## config.mk

```make
export PLATFORM = sky130hd
export DESIGN_NAME = mem_access_unit
export DESIGN_NICKNAME = d
export VERILOG_FILES = /design/src/rtl/mem_access_defs.sv /design/src/rtl/mem_access_dff.sv /design/src/rtl/mem_access_fsm.sv /design/src/rtl/mem_access_unit.sv
export SDC_FILE = /design/constraint.sdc
export NUM_CORES = 1
export LEC_CHECK = 0
export ABC_AREA = 1
export CORE_AREA = 2 2 87 89
export DETAILED_ROUTE_END_ITERATION = 16
export DIE_AREA = 0 0 89 91
export GPL_ROUTABILITY_DRIVEN = 0
export PLACE_DENSITY = 0.75
export REMOVE_ABC_BUFFERS = 1
export SLEW_MARGIN = 25
export SYNTH_ARGS = -nofsm -noshare
export SYNTH_HDL_FRONTEND = slang
export SYNTH_SLANG_ARGS = --single-unit
```

## constraint.sdc

```tcl
create_clock -name clk -period 1.3 [get_ports clk]
set_input_delay 0.39 -clock clk [delete_from_list [all_inputs] [get_ports clk]]
set_output_delay 0.39 -clock clk [all_outputs]
set_load 0.02 [all_outputs]
```

## src/rtl/mem_access_defs.sv

```systemverilog
// Shared definitions for the memory access unit: FSM state encodings and wait limit.
// Latency: n/a (package only).
// Backpressure: n/a (package only).
package mem_access_defs;

    typedef enum logic [1:0] {
        IDLE = 2'b00,
        REQ  = 2'b01,
        DONE = 2'b10
    } state_e;

    // Cycles spent in REQ without mem_done before the access is abandoned.
    localparam int MAX_WAIT_DEF = 15;

endpackage

```

## src/rtl/mem_access_dff.sv

```systemverilog
// Generic synchronous-reset register; every state element in the unit is built from it.
// Latency: 1 cycle (d visible on q after the next rising edge).
// Backpressure: none; loads every cycle.
// Ports: clk, rst (sync, active-high, clears q to 0), d [W-1:0], q [W-1:0].
module mem_access_dff #(
    parameter int W = 1
) (
    input  logic         clk,
    input  logic         rst,
    input  logic [W-1:0] d,
    output logic [W-1:0] q
);

    always_ff @(posedge clk) begin
        if (rst) begin
            q <= '0;
        end else begin
            q <= d;
        end
    end

endmodule

```

## src/rtl/mem_access_fsm.sv

```systemverilog
// Control FSM (IDLE/REQ/DONE) and REQ wait counter for the memory access unit.
// Latency: REQ entered one cycle after start_mem; DONE one cycle after mem_done or timeout.
// Backpressure: holds in REQ until mem_done or MAX_WAIT cycles, DONE lasts one cycle.
// Ports: clk, rst, start_mem (accepted memory op), mem_done, state, done_hit, timeout.
module mem_access_fsm
    import mem_access_defs::*;
#(
    parameter int MAX_WAIT = MAX_WAIT_DEF
) (
    input  logic   clk,
    input  logic   rst,
    input  logic   start_mem,
    input  logic   mem_done,
    output state_e state,
    output logic   done_hit,
    output logic   timeout
);

    localparam int CW = $clog2(MAX_WAIT + 1);

    logic [1:0]    state_q;
    logic [1:0]    state_d;
    logic [CW-1:0] cnt_q;
    logic [CW-1:0] cnt_d;
    state_e        state_nxt;

    assign state = state_e'(state_q);

    // mem_done takes priority over the limit, so a response arriving on the
    // last permitted cycle still completes normally.
    assign done_hit = (state == REQ) && mem_done;
    assign timeout  = (state == REQ) && !mem_done && (cnt_q == CW'(MAX_WAIT - 1));

    always_comb begin
        state_nxt = state;
        case (state)
            IDLE:    if (start_mem) state_nxt = REQ;
            REQ:     if (done_hit || timeout) state_nxt = DONE;
            DONE:    state_nxt = IDLE;
            default: state_nxt = IDLE;
        endcase
    end

    assign state_d = state_nxt;
    // Counter runs only while staying in REQ, so it reads 0 on the first REQ cycle.
    assign cnt_d   = ((state == REQ) && (state_nxt == REQ)) ? cnt_q + CW'(1) : '0;

    mem_access_dff #(.W(2))  u_state_ff (.clk(clk), .rst(rst), .d(state_d), .q(state_q));
    mem_access_dff #(.W(CW)) u_cnt_ff   (.clk(clk), .rst(rst), .d(cnt_d),   .q(cnt_q));

endmodule

```

## src/rtl/mem_access_unit.sv

```systemverilog
// Memory access stage: turns execute results into a single memory request and a writeback beat.
// Latency: non-memory ops 1 cycle; memory ops mem-latency+1 to writeback, period mem-latency+2.
// Backpressure: ex_ready is high only in IDLE; ex_valid is ignored while an access is in flight.
// Ports: clk, rst; ex_* execute inputs / ex_ready; mem_req/mem_wr/mem_addr/mem_wdata,
//        mem_done/mem_rdata; wb_valid/wb_data/wb_err.
// Option: define ALIGN_CHECK_EN to reject odd-address loads/stores with wb_err.
module mem_access_unit
    import mem_access_defs::*;
#(
    parameter int MAX_WAIT = MAX_WAIT_DEF
) (
    input  logic        clk,
    input  logic        rst,
    input  logic        ex_valid,
    input  logic [15:0] ex_alu_result,
    input  logic [15:0] ex_store_data,
    input  logic        ex_mem_read,
    input  logic        ex_mem_write,
    input  logic        ex_err,
    output logic        ex_ready,
    output logic        mem_req,
    output logic        mem_wr,
    output logic [15:0] mem_addr,
    output logic [15:0] mem_wdata,
    input  logic        mem_done,
    input  logic [15:0] mem_rdata,
    output logic        wb_valid,
    output logic [15:0] wb_data,
    output logic        wb_err
);

    state_e      state;
    logic        done_hit;
    logic        timeout;

    logic        xfer;
    logic        is_mem;
    logic        misalign;
    logic        bad_op;
    logic        start_mem;

    logic [15:0] addr_q,  addr_d;
    logic [15:0] wdata_q, wdata_d;
    logic        wr_q,    wr_d;
    logic        err_q,   err_d;

    logic        wb_valid_d;
    logic [15:0] wb_data_d;
    logic        wb_err_d;

    assign ex_ready = (state == IDLE);
    assign xfer     = ex_valid && ex_ready;
    assign is_mem   = ex_mem_read || ex_mem_write;

`ifdef ALIGN_CHECK_EN
    assign misalign = is_mem && ex_alu_result[0];
`else
    assign misalign = 1'b0;
`endif

    // Read+write together or a misaligned address never reaches the memory.
    assign bad_op    = (ex_mem_read && ex_mem_write) || misalign;
    assign start_mem = xfer && is_mem && !bad_op;

    mem_access_fsm #(.MAX_WAIT(MAX_WAIT)) u_fsm (
        .clk       (clk),
        .rst       (rst),
        .start_mem (start_mem),
        .mem_done  (mem_done),
        .state     (state),
        .done_hit  (done_hit),
        .timeout   (timeout)
    );

    // Request latches: loaded only when a memory op is accepted.
    assign addr_d  = start_mem ? ex_alu_result : addr_q;
    assign wdata_d = start_mem ? ex_store_data : wdata_q;
    assign wr_d    = start_mem ? ex_mem_write  : wr_q;
    assign err_d   = start_mem ? ex_err        : err_q;

    mem_access_dff #(.W(16)) u_addr_ff  (.clk(clk), .rst(rst), .d(addr_d),  .q(addr_q));
    mem_access_dff #(.W(16)) u_wdata_ff (.clk(clk), .rst(rst), .d(wdata_d), .q(wdata_q));
    mem_access_dff #(.W(1))  u_wr_ff    (.clk(clk), .rst(rst), .d(wr_d),    .q(wr_q));
    mem_access_dff #(.W(1))  u_err_ff   (.clk(clk), .rst(rst), .d(err_d),   .q(err_q));

    assign mem_req   = (state == REQ);
    assign mem_wr    = mem_req && wr_q;
    assign mem_addr  = addr_q;
    assign mem_wdata = wdata_q;

    // Writeback beat is registered; it fires the cycle after an immediate
    // completion and on the single DONE cycle after a memory access.
    always_comb begin
        wb_valid_d = 1'b0;
        wb_data_d  = wb_data;
        wb_err_d   = 1'b0;
        if (xfer && !is_mem) begin
            wb_valid_d = 1'b1;
            wb_data_d  = ex_alu_result;
            wb_err_d   = ex_err;
        end else if (xfer && bad_op) begin
            wb_valid_d = 1'b1;
            wb_data_d  = 16'h0000;
            wb_err_d   = 1'b1;
        end else if (done_hit) begin
            wb_valid_d = 1'b1;
            // Stores return their address; loads return the read data.
            wb_data_d  = wr_q ? addr_q : mem_rdata;
            wb_err_d   = err_q;
        end else if (timeout) begin
            wb_valid_d = 1'b1;
            wb_data_d  = 16'h0000;
            wb_err_d   = 1'b1;
        end
    end

    mem_access_dff #(.W(1))  u_wbv_ff (.clk(clk), .rst(rst), .d(wb_valid_d), .q(wb_valid));
    mem_access_dff #(.W(16)) u_wbd_ff (.clk(clk), .rst(rst), .d(wb_data_d),  .q(wb_data));
    mem_access_dff #(.W(1))  u_wbe_ff (.clk(clk), .rst(rst), .d(wb_err_d),   .q(wb_err));

endmodule

```

==> impl_results.md <==
- Status: finished with violations
- Failing checks: setup timing
- Synth Warn #: 0
- Fillers: 624
- Fin. Hold Viols: 0
- Worst-Margin Slew: between 0.2 and 0.3 ns
- Total area of sequential cells: 1170 µm²
- Critical Path Start Type: flip-flop
- Crit path DAT: between 1 and 1.5 ns
- Final Hold Slack: 0.360 ns
- Clock buffer depth: 2
- Reg-to-Reg End: u_wdata_ff.q[1]$_SDFFE_PP0P_
- Ports: 108
- Mapped Avg Cell Area: 6.76 µm²
- Post-DP HPWL: 6.01 mm
- Pleak: 2.27 nW
- Min-Delay Endpoint: u_wr_ff.q$_SDFFE_PP0P_
- Post-layout min period: 1.43 ns
- Initial antenna violation count: 0
- Setup violations, final: 42
- FFs w/ async S/R, synth: 0%
- Number of vias per cell: 4.94
- Number of global-route vias before repair: 3035
- Max Clk Rate: ~700 MHz
- Max-Cap Viols: 0
- DRT iter0 DRCs: ~190
- Grt ovf: 0
- Die Wd: 89 µm
- Pin count of the biggest net entering global routing: 39
- Largest fanout on the critical path: 2
- Setup ws final: -0.129 ns
- Root Driver: clkbuf_8
- Final Cell Area: 4730 µm²
- Critical path class: reg -> out
- Clock Skew: just over 0.006 ns
- ANT cells: 0
- Worst slew margin: 83.1%
- Top-area cell type share of the netlist area: 42.4%
- CTS H-tree lvls: 3
- Clock buffer count from CTS: 9
- DR WL/cell: around 15 µm
- Final TNS setup: -2.87 ns
- 1st-pass router iterations: 4
- Synth area leaders: dfxtp_1, nor2_1, nand2_1
- CTS tree: yes
- Placed cell count: 628
- Die Y: 91 µm
- First-pass GRT wire length: about 14 mm
- Cell Area, Synth: 2740 µm²
- Die area: 8100 µm²
- Final wirelength: 9.90 mm
- DRC Markers: 0
- Final ANT Viol Nets: 0
- RR Startpoint: u_fsm.u_state_ff.q[1]$_SDFF_PP0_
- Placement Cell Area: 4180 µm²
- Clock Latency Late Sink: 0.34 ns
- Seq/Total Area, Yosys: 42.4%
- P&R area growth vs syn: 72.9%
- Layout Nets: 608
- Hold path start: ex_mem_write
- # rows: 31
- Initial Util: between 30% and 40%
- Final period util: 110%
- Area taken by multi-input logic gates: 1690 µm²
- Worst endpoint required time: slightly above 0.9 ns
- Hold depth: 3
- Library cells used by synthesis: 26
- RSZ-0062 raised after global routing: yes
- Max VDD drop: 0.720 mV
- Fin cells: 655
- Synth Instances: between 400 and 500
- TritonCTS Sinks: slightly below 60
- Port Buffer Count: 107
- Core ar.: 7140 µm²
- Total Routing Usage GR: 21.9%
- Hold WC Path Type: in -> reg
- Synth Register Bits: 58
- Worst reg2reg path depth: 8
- Top FF cell, synth: dfxtp_1
- Slew Limit Fails: 0
- Setup crit end kind: primary output
- Hold Buf Count CTS: 0
- R2R Setup Slk: -0.10 ns
- P per Cell Area: about 1100 nW/µm²
- Via count: 3233
- Share of layout cells above drive strength 1: 37.1%
- Number of synthesized flops with an enable pin: 0
- Synth area leader: dfxtp_1
- Clock slew at reported path FFs: approximately 0.07 ns
- Post-synth top cells: nor2_1, nand2_1, dfxtp_1
- Most frequent cell after synthesis: nor2_1
[layout by cell type (no fill, tap or decap), types with 2 or more instances in the layout]
master,netlist,final
buf_2,4,48
nor2_1,109,58
o21ai_1,5,7
clkdlybuf4s50_1,0,50
clkbuf_8,0,12
buf_12,0,7
clkbuf_16,0,6
dfxtp_1,58,53
nand3_1,19,18
buf_6,1,5
bufinv_16,0,2
nand2_4,2,3
dlygate4sd2_1,0,2
a21oi_2,0,2
dfxtp_2,0,4
nor2_2,1,25
nor2_4,5,32
nand2_1,101,93
nand2_2,2,9
buf_4,10,35
o21ai_0,28,26
nand4_1,17,17
inv_1,22,19
inv_2,2,5
[metal layers]
| metal | up-vias | routed length (µm) | track usage, % |
|---|---|---|---|
| li1 | 1567 | - | - |
| met1 | 1483 | 3720 | 25.2 |
| met2 | 150 | 5170 | 37.6 |
| met3 | 33 | 720 | 5.91 |
| met4 | 0 | 289 | 9.20 |
| met5 | - | 0 | 0 |
[per-stage QoR]
step | util [%] | setup slack (ns) | total power [mW]
finish | 66.3 | -0.129 | 5.44
global route | 66.3 | -0.161 | 5.64
CTS | 60.0 | -0.116 | 5.23
detailed placement | 58.6 | -0.519 | 3.35
global placement | 58.6 | -0.472 | 3.33
floorplan | - | -0.442 | 2.60
[flip-flops by register name, summed over array words and instances (netlist names)]
| register | cells |
|---|---|
| u_addr_ff.q | 16 |
| u_err_ff.q | 1 |
| u_fsm.u_cnt_ff.q | 4 |
| u_fsm.u_state_ff.q | 2 |
| u_wbd_ff.q | 16 |
| u_wbe_ff.q | 1 |
| u_wbv_ff.q | 1 |
| u_wdata_ff.q | 16 |
| u_wr_ff.q | 1 |
[worst max-delay path by stage]
stage | startpoint | to | slack, ns | depth (start not counted)
2_1_floorplan | u_wr_ff.q$_SDFFE_PP0P_ | mem_wr | -0.44 | 2
3_3_place_gp | ex_mem_write | u_addr_ff.q[3]$_SDFFE_PP0P_ | -0.47 | 9
3_5_place_dp | ex_mem_write | u_wdata_ff.q[11]$_SDFFE_PP0P_ | -0.52 | 8
4_1_cts | u_fsm.u_state_ff.q[0]$_SDFF_PP0_ | mem_wr | -0.12 | 3
5_1_grt | u_fsm.u_state_ff.q[1]$_SDFF_PP0_ | u_wdata_ff.q[1]$_SDFFE_PP0P_ | -0.16 | 8
6_report | u_fsm.u_state_ff.q[1]$_SDFF_PP0_ | ex_ready | -0.13 | 3
[kinds of logic after synthesis]
logic type	count (synthesis)	share of synthesized area (%)
simple gates	258	40.6
fa+ha+maj	2	0.914
buf+inv	48	8.51
compound gates	37	6.86
flops	58	42.4
xor+xnor	2	0.640
[cell type report]
type                       instances  share of cell area, %
multi-input combinational        300                   35.8
timing repair buffer             156                   29.6
sequential                        58                   24.7
clock buffer                      12                   3.49
tap                               99                   2.62
inverter                          26                   2.22
clock inverter                     4                   1.53
[critical path: stages (launching register included)]
cell and delay, ns:
dfxtp_2 0.34, nor2_4 0.12, buf_4 0.14, buf_6 0.11
[repair_timing]
item                                    4_1_cts  5_1_grt
pin swaps                                     8       17
cloned                                        1        7
endpoints found under the hold margin         0        0
endpoints found under the setup margin      106       59
buffers inserted                              1        2
gates resized for setup                     243       98
[where the power goes]
group          total [mW]  leakage, nW  switching, mW  internal (mW)
sequential           2.00        0.479         0.0816           1.92
combinational        1.47         1.67          0.818          0.657
clock                1.96        0.119          0.724           1.23
Note: power is estimated with default switching activity, not from simulation.
